--- src/rtl/ysyx_lsu_port.sv ---
// rtl/ysyx_lsu_port.sv - LSU bus port: execute-unit load/store requests as AXI4-Lite single beats
// Loads are lane-aligned and extended on return; stores are lane-shifted with byte strobes.
module ysyx_lsu_port #(
    parameter int XLEN = 32
) (
    input  logic            clock,
    input  logic            reset,
    input  logic            flush_pipeline,
    input  logic            exu_ren,
    input  logic [XLEN-1:0] exu_raddr,
    input  logic [4:0]      exu_ralu,
    input  logic            exu_wen,
    input  logic [XLEN-1:0] exu_waddr,
    input  logic [4:0]      exu_walu,
    input  logic [XLEN-1:0] exu_wdata,
    output logic [XLEN-1:0] lsu_rdata,
    output logic            lsu_exu_rvalid,
    output logic            lsu_exu_wready,
    output logic            lsu_fault,
    output logic [XLEN-1:0] araddr,
    output logic            arvalid,
    input  logic            arready,
    input  logic [XLEN-1:0] rdata,
    input  logic [1:0]      rresp,
    input  logic            rvalid,
    output logic            rready,
    output logic [XLEN-1:0] awaddr,
    output logic            awvalid,
    input  logic            awready,
    output logic [XLEN-1:0] wdata,
    output logic [3:0]      wstrb,
    output logic            wvalid,
    input  logic            wready,
    input  logic [1:0]      bresp,
    input  logic            bvalid,
    output logic            bready
);

    typedef enum logic [2:0] {
        S_IDLE, S_RD_ADDR, S_RD_DATA, S_RD_DONE, S_WR_REQ, S_WR_RESP, S_WR_DONE
    } state_e;

    state_e          state_q;
    logic [1:0]      off_q;
    logic [2:0]      funct3_q;
    logic            drop_q;
    logic [XLEN-1:0] shifted_d;
    logic [XLEN-1:0] ext_d;
    logic [3:0]      strb_d;
    logic            drop_now_d;
    logic            unused_ok;

    assign unused_ok  = ^{exu_ralu[4:3], exu_walu[4:2]};
    assign drop_now_d = drop_q | flush_pipeline;

    always_comb begin
        shifted_d = rdata >> {off_q, 3'b000};
        case (funct3_q)
            3'b000:  ext_d = {{(XLEN-8){shifted_d[7]}}, shifted_d[7:0]};
            3'b001:  ext_d = {{(XLEN-16){shifted_d[15]}}, shifted_d[15:0]};
            3'b100:  ext_d = {{(XLEN-8){1'b0}}, shifted_d[7:0]};
            3'b101:  ext_d = {{(XLEN-16){1'b0}}, shifted_d[15:0]};
            default: ext_d = shifted_d;
        endcase
    end

    always_comb begin
        case (exu_walu[1:0])
            2'b00:   strb_d = 4'b0001 << exu_waddr[1:0];
            2'b01:   strb_d = 4'b0011 << exu_waddr[1:0];
            default: strb_d = 4'b1111;
        endcase
    end

    always_ff @(posedge clock or negedge reset) begin
        if (!reset) begin
            state_q        <= S_IDLE;
            off_q          <= 2'b00;
            funct3_q       <= 3'b000;
            drop_q         <= 1'b0;
            lsu_rdata      <= '0;
            lsu_exu_rvalid <= 1'b0;
            lsu_exu_wready <= 1'b0;
            lsu_fault      <= 1'b0;
            araddr         <= '0;
            arvalid        <= 1'b0;
            rready         <= 1'b0;
            awaddr         <= '0;
            awvalid        <= 1'b0;
            wdata          <= '0;
            wstrb          <= 4'b0000;
            wvalid         <= 1'b0;
            bready         <= 1'b0;
        end else begin
            lsu_exu_rvalid <= 1'b0;
            lsu_exu_wready <= 1'b0;
            lsu_fault      <= 1'b0;
            case (state_q)
                S_IDLE: begin
                    drop_q <= 1'b0;
                    // Committed stores win over loads when both are requested.
                    if (exu_wen) begin
                        awaddr  <= {exu_waddr[XLEN-1:2], 2'b00};
                        wdata   <= exu_wdata << {exu_waddr[1:0], 3'b000};
                        wstrb   <= strb_d;
                        awvalid <= 1'b1;
                        wvalid  <= 1'b1;
                        state_q <= S_WR_REQ;
                    end else if (exu_ren && !flush_pipeline) begin
                        araddr   <= {exu_raddr[XLEN-1:2], 2'b00};
                        off_q    <= exu_raddr[1:0];
                        funct3_q <= exu_ralu[2:0];
                        arvalid  <= 1'b1;
                        state_q  <= S_RD_ADDR;
                    end
                end
                S_RD_ADDR: begin
                    if (flush_pipeline) drop_q <= 1'b1;
                    if (arready) begin
                        arvalid <= 1'b0;
                        rready  <= 1'b1;
                        state_q <= S_RD_DATA;
                    end
                end
                S_RD_DATA: begin
                    if (flush_pipeline) drop_q <= 1'b1;
                    // A flushed load still drains the bus but reports nothing back.
                    if (rvalid) begin
                        rready         <= 1'b0;
                        lsu_rdata      <= ext_d;
                        lsu_exu_rvalid <= !drop_now_d;
                        lsu_fault      <= (rresp != 2'b00) && !drop_now_d;
                        state_q        <= S_RD_DONE;
                    end
                end
                S_RD_DONE: state_q <= S_IDLE;
                S_WR_REQ: begin
                    if (awready) awvalid <= 1'b0;
                    if (wready)  wvalid  <= 1'b0;
                    if ((!awvalid || awready) && (!wvalid || wready)) begin
                        bready  <= 1'b1;
                        state_q <= S_WR_RESP;
                    end
                end
                S_WR_RESP: begin
                    if (bvalid) begin
                        bready         <= 1'b0;
                        lsu_exu_wready <= 1'b1;
                        lsu_fault      <= (bresp != 2'b00);
                        state_q        <= S_WR_DONE;
                    end
                end
                S_WR_DONE: state_q <= S_IDLE;
                default:   state_q <= S_IDLE;
            endcase
        end
    end

endmodule

--- config.mk ---
export PLATFORM = sky130hd
export DESIGN_NAME = ysyx_lsu_port
export DESIGN_NICKNAME = d
export VERILOG_FILES = /design/src/rtl/ysyx_lsu_port.sv
export SDC_FILE = /design/constraint.sdc
export NUM_CORES = 1
export LEC_CHECK = 0
export BUFFER_PORTS_ARGS = -buffer_cell sky130_fd_sc_hd__clkbuf_2
export CORE_MARGIN = 1.5
export CORE_UTILIZATION = 51
export CTS_CLUSTER_SIZE = 30
export DETAILED_ROUTE_END_ITERATION = 12
export PLACE_DENSITY = 0.94
export SYNTH_ARGS = -nofsm -noshare
export SYNTH_HDL_FRONTEND = slang
export SYNTH_SLANG_ARGS = --single-unit
--- constraint.sdc ---
create_clock -name clock -period 4.85 [get_ports clock]
set_clock_uncertainty 0.1 [all_clocks]
set_input_delay 0.2425 -clock clock [delete_from_list [all_inputs] [get_ports clock]]
set_output_delay 0.2425 -clock clock [all_outputs]
set_load 0.1 [all_outputs]
# == Word level (Yosys, flattened, before mapping) ==
# Index checks and enable logic that the tools add are counted.
# word_totals
elab_cells,105
reg_bits,145
output_inout_bits,140
input_bits,152
# classes
n_eq_ne,19
n_bitwise,2
n_shift,4
mux,33
n_reduce_logical,30
# op_table
cell,n
32-bit case mux with 4 select lines,1
32-bit by 5-bit << shifter with 32-bit output,1
32-bit by 5-bit >> shifter with 32-bit output,1
3-bit two-way mux,6
2-bit inequality test (second input constant),9
1-bit two-way mux,17
3-bit case mux with 5 select lines,1
3-bit AND reduction,5
1-bit case mux with 2 select lines,7
2-bit nonzero test,7
3-bit equality test (second input constant),4
4-bit case mux with 2 select lines,1
3-bit by 1-bit equality test with 1-bit output (second input constant),2
3-bit zero test,2
2-bit AND reduction,3
5-bit AND reduction,1
1-bit zero test,4
4-bit AND reduction,1
1-bit by 2-bit << shifter with 4-bit output (first input constant),1
2-bit by 2-bit << shifter with 4-bit output (first input constant),1
3-bit by 2-bit equality test with 1-bit output (second input constant),1
1-bit logical AND,3
3-bit inequality test (second input constant),1
2-bit by 1-bit equality test with 1-bit output (second input constant),1
other kinds (6),7

# == Longest topological paths before layout ==
# depth
ltp_word,5
ltp_mapped,7
depth_no_buf,4

# == Least setup slack after synthesis ==
# No wires, ideal clock.
# synth_timing
kind,register to register
start,reg off_q[0]
end,reg lsu_rdata[24]
slack_ns,2.990
t_required_ns,4.624
arrival_ns,1.634
synth_period_minus_slack_ns,1.860
path_buffers,2
setup_ns,0.126
stages_incl_launch_ff,7
cell_sequence,dfrtp_1 > buf_6 > mux2_4 > or3_1 > and4_1 > buf_6 > a221o_1
# synth_between
elab_chain_len,2
# synth_rtl
element,line_no,source
"start, declared",44,logic [1:0] off_q;
"start signal, assigned",111,off_q <= exu_raddr[1:0];
32-bit by 5-bit >> shifter with 32-bit output,57,"shifted_d = rdata >> {off_q, 3'b000};"
32-bit case mux with 4 select lines,58,case (funct3_q)
"end signal, assigned",130,lsu_rdata <= ext_d;
"end, declared",16,"output logic [XLEN-1:0] lsu_rdata,"
# Every way passes these cells.
# A chain may end at the register's enable or synchronous reset.

# == Worst setup path after layout ==
# layout_timing
start,reg state_q[2]
end,reg awaddr[18]
# layout_between
elab_chain_len,2
# layout_rtl
element,line_no,source
"start, declared",43,state_e state_q;
"start signal, assigned",77,state_q <= S_IDLE;
"start signal, assigned",108,state_q <= S_WR_REQ;
"start signal, assigned",114,state_q <= S_RD_ADDR;
3-bit zero test,98,case (state_q)
2-bit AND reduction (no line),--,
"end signal, assigned",103,"awaddr <= {exu_waddr[XLEN-1:2], 2'b00};"
"end, declared",27,"output logic [XLEN-1:0] awaddr,"
# Every way passes these cells.

==> impl_metrics.env <==
export IMPL_arrival_ps=2710
export IMPL_path_clk_slew_ps=70
export IMPL_dpl_hpwl_mm=12.4
export IMPL_path_buf_inv=1
export IMPL_crit_chain="nor3_2 > nand2_2 > buf_4 > mux2_2"
export IMPL_vias=6066
export IMPL_htreeDepth=4
export IMPL_clock_latency_ps=410
export IMPL_synth_area_mux_share_pct=19.3
export IMPL_synth_xor_area_share_pct=0
export IMPL_cp_startpoint="state_q[2]$_DFFE_PN0P_"
export IMPL_port_buffers=282
export IMPL_routed_via_density=5.45
export IMPL_initial_utilization_pct=51.9
export IMPL_avgSynthCellArea_um2=11.2
export IMPL_worstMarginPinSlew_ps=1140
export IMPL_grt_start_max_net_pins=102
export IMPL_synthAdderAreaFrac_pct=0
export IMPL_fin_setup_tns_ps=0
export IMPL_status="completed"
export IMPL_firstDrtPassIters=5
export IMPL_worstHoldStart="exu_waddr[27]"
export IMPL_synth_top_family_by_area="multiplexers"
export IMPL_critPathSlowestCell="dfrtp_1"
export IMPL_synth_top_area_share_pct=55.6
export IMPL_cts_tree="built"
export IMPL_core_um2=12600
export IMPL_synth_seq_cells=145
export IMPL_io_pins=292
export IMPL_fillers=801
export IMPL_cts_setup_buffers=0
export IMPL_wl_per_cell_um=18.9
export IMPL_die_area_um2=13500
export IMPL_critical_path_startpoint_type="register"
export IMPL_dr_first_iter_drc_count=533
export IMPL_syn_area_um2=6520
export IMPL_path_delay_family="simple AND/OR/NAND/NOR gates"
export IMPL_grt_pass1_vias=6239
export IMPL_die_h_um=116
export IMPL_cts_sinks=145
export IMPL_synth_compound_area_share_pct=10.6
export IMPL_fmax_ghz=0.396
export IMPL_final_period_utilization_pct=52.0
export IMPL_crit_type="register to register"
export IMPL_period_needed_ps=2520
export IMPL_grt_setup_unrepaired="no"
export IMPL_required_ps=5040
export IMPL_finalNetCount=1080
export IMPL_cts_root_buf="clkbuf_16"
export IMPL_wl_mm=21.0
export IMPL_drive_gt1_share_pct=43.4
export IMPL_grtUsageTotal_pct=31.2
export IMPL_drc_errors=0
export IMPL_row_count=41
export IMPL_yosysTopAreaCell="dfrtp_1"
export IMPL_drv_slew=0
export IMPL_path_max_fanout=35
export IMPL_synth_top_cells_by_area="dfrtp_1 56%, mux2_2 14%, mux2i_1 5.1%"
export IMPL_ant_nets=0
export IMPL_grt_pass1_wl_mm=31.9
export IMPL_final_setup_viol_count=0
export IMPL_relSlewSlack_pct=23.9
export IMPL_numCtsBuffers=17
export IMPL_layout_common_cells="281 x clkbuf_2, 145 x dfrtp_1, 81 x mux2_2"
export IMPL_place_gp_congestion=0.856
export IMPL_die_w_um=116
export IMPL_gr_total_overflow=0
export IMPL_yosysWarnings=0
export IMPL_critPathCaptureType="register"
export IMPL_hold_violations=0
export IMPL_hold_path_class="primary input to register"
export IMPL_crit_path_max_incr_delay_ps=670
export IMPL_clockBufferDepth=2
export IMPL_antenna_found_initial=1
export IMPL_final_common_cell="clkbuf_2"
export IMPL_syn_instance_count=581
export IMPL_yosys_area_share_simple_pct=11.1
export IMPL_seq_area_frac_synth_pct=55.6
export IMPL_maxCapViolCount=0
export IMPL_syn2layout_area_growth_pct=44.2
export IMPL_synth_distinct_cells=39
export IMPL_timing_rr_start="state_q[2]$_DFFE_PN0P_"
registers in the layout (all words and copies together) (netlist names):
register        count
wvalid              1
state_q             3
awvalid             1
funct3_q            3
lsu_exu_rvalid      1
rready              1
bready              1
off_q               2
drop_q              1
wstrb               4
wdata              32
lsu_rdata          32
arvalid             1
awaddr             30
araddr             30
lsu_exu_wready      1
lsu_fault           1
routing by layer:
layer / global-route usage, % / share of wire, %
met5: 0 / 0
met4: 16.6 / 4.6
met3: 7.32 / 7.5
met2: 53.4 / 50
met1: 36.6 / 37
metrics by stage:
stage          instance area (um2)  util (%)  worst slack (ps)  hold WS (ps)  std cells
3_5_place_dp                  8010      63.7              2420           312       1001
3_3_place_gp                  8010      63.7              2450           301       1001
5_1_grt                       9410      74.9              2220          10.1       1114
2_1_floorplan                 6540         -              2990          -153        584
4_1_cts                       9410      74.8              2410          2.28       1113
6_report                      9410      74.9              2330          27.5       1114
logic make-up after synthesis:
logic type | count (synthesis)
DFF | 145
AOI/OAI and AO/OA | 117
other | 1
buffers and inverters | 47
muxes | 115
and+or+nand+nor | 156
area by class of cell:
cell class	count	area, um2	share of cell area, %
Clock inverter	14	156	1.66
Sequential cell	145	3630	38.6
Clock buffer	18	439	4.67
Multi-Input combinational cell	392	2690	28.6
Timing Repair Buffer	368	2260	24.1
Antenna cell	1	2.50	0.0266
Inverter	4	15.0	0.160
Tap cell	172	215	2.29
worst paths after layout:
| kind | end | slack (ps) | depth (start not counted) |
|---|---|---|---|
| worst max-delay path | awaddr[18]$_DFFE_PN0P_ | 2330 | 4 |
| worst min-delay path | awaddr[27]$_DFFE_PN0P_ | 30 | 2 |
| worst max register to register | awaddr[18]$_DFFE_PN0P_ | 2330 | 4 |
| worst min register to register | wdata[10]$_DFFE_PN0P_ | 380 | 2 |
| max in group asynchronous | lsu_rdata[21]$_DFFE_PN0P_ | 3120 | 3 |
| min in group asynchronous | wstrb[3]$_DFFE_PN0P_ | 400 | 2 |
Yosys cell counts, drive strengths merged:
cell type / n
nor3: 4
or2: 2
and4: 1
o2111ai: 1
clkbuf: 22
mux2: 82
o21a: 1
nor3b: 2
a22o: 1
o31ai: 8
o21ai: 44
dfrtp: 145
nor2b: 13
a21oi: 41
mux2i: 33
nor2: 38
nand4: 1
conb: 1
o22ai: 1
nand2b: 2
buf: 21
and2: 7
or3: 1
nand3: 18
a221o: 8
inv: 4
nand2: 64
a211oi: 10
or3b: 1
o221ai: 1
nand4bb: 1
nand4b: 1
o31a: 1
what timing repair did:
item / 4_1_cts / 5_1_grt
hold buffers: 80 / 0
hold endpoints to repair: 179 / 0
setup endpoints to repair: 0 / 0
resized for setup: 0 / 0
Power is not shown: default switching activity piles up to over one toggle a cycle in this logic, so the estimate is an artifact.
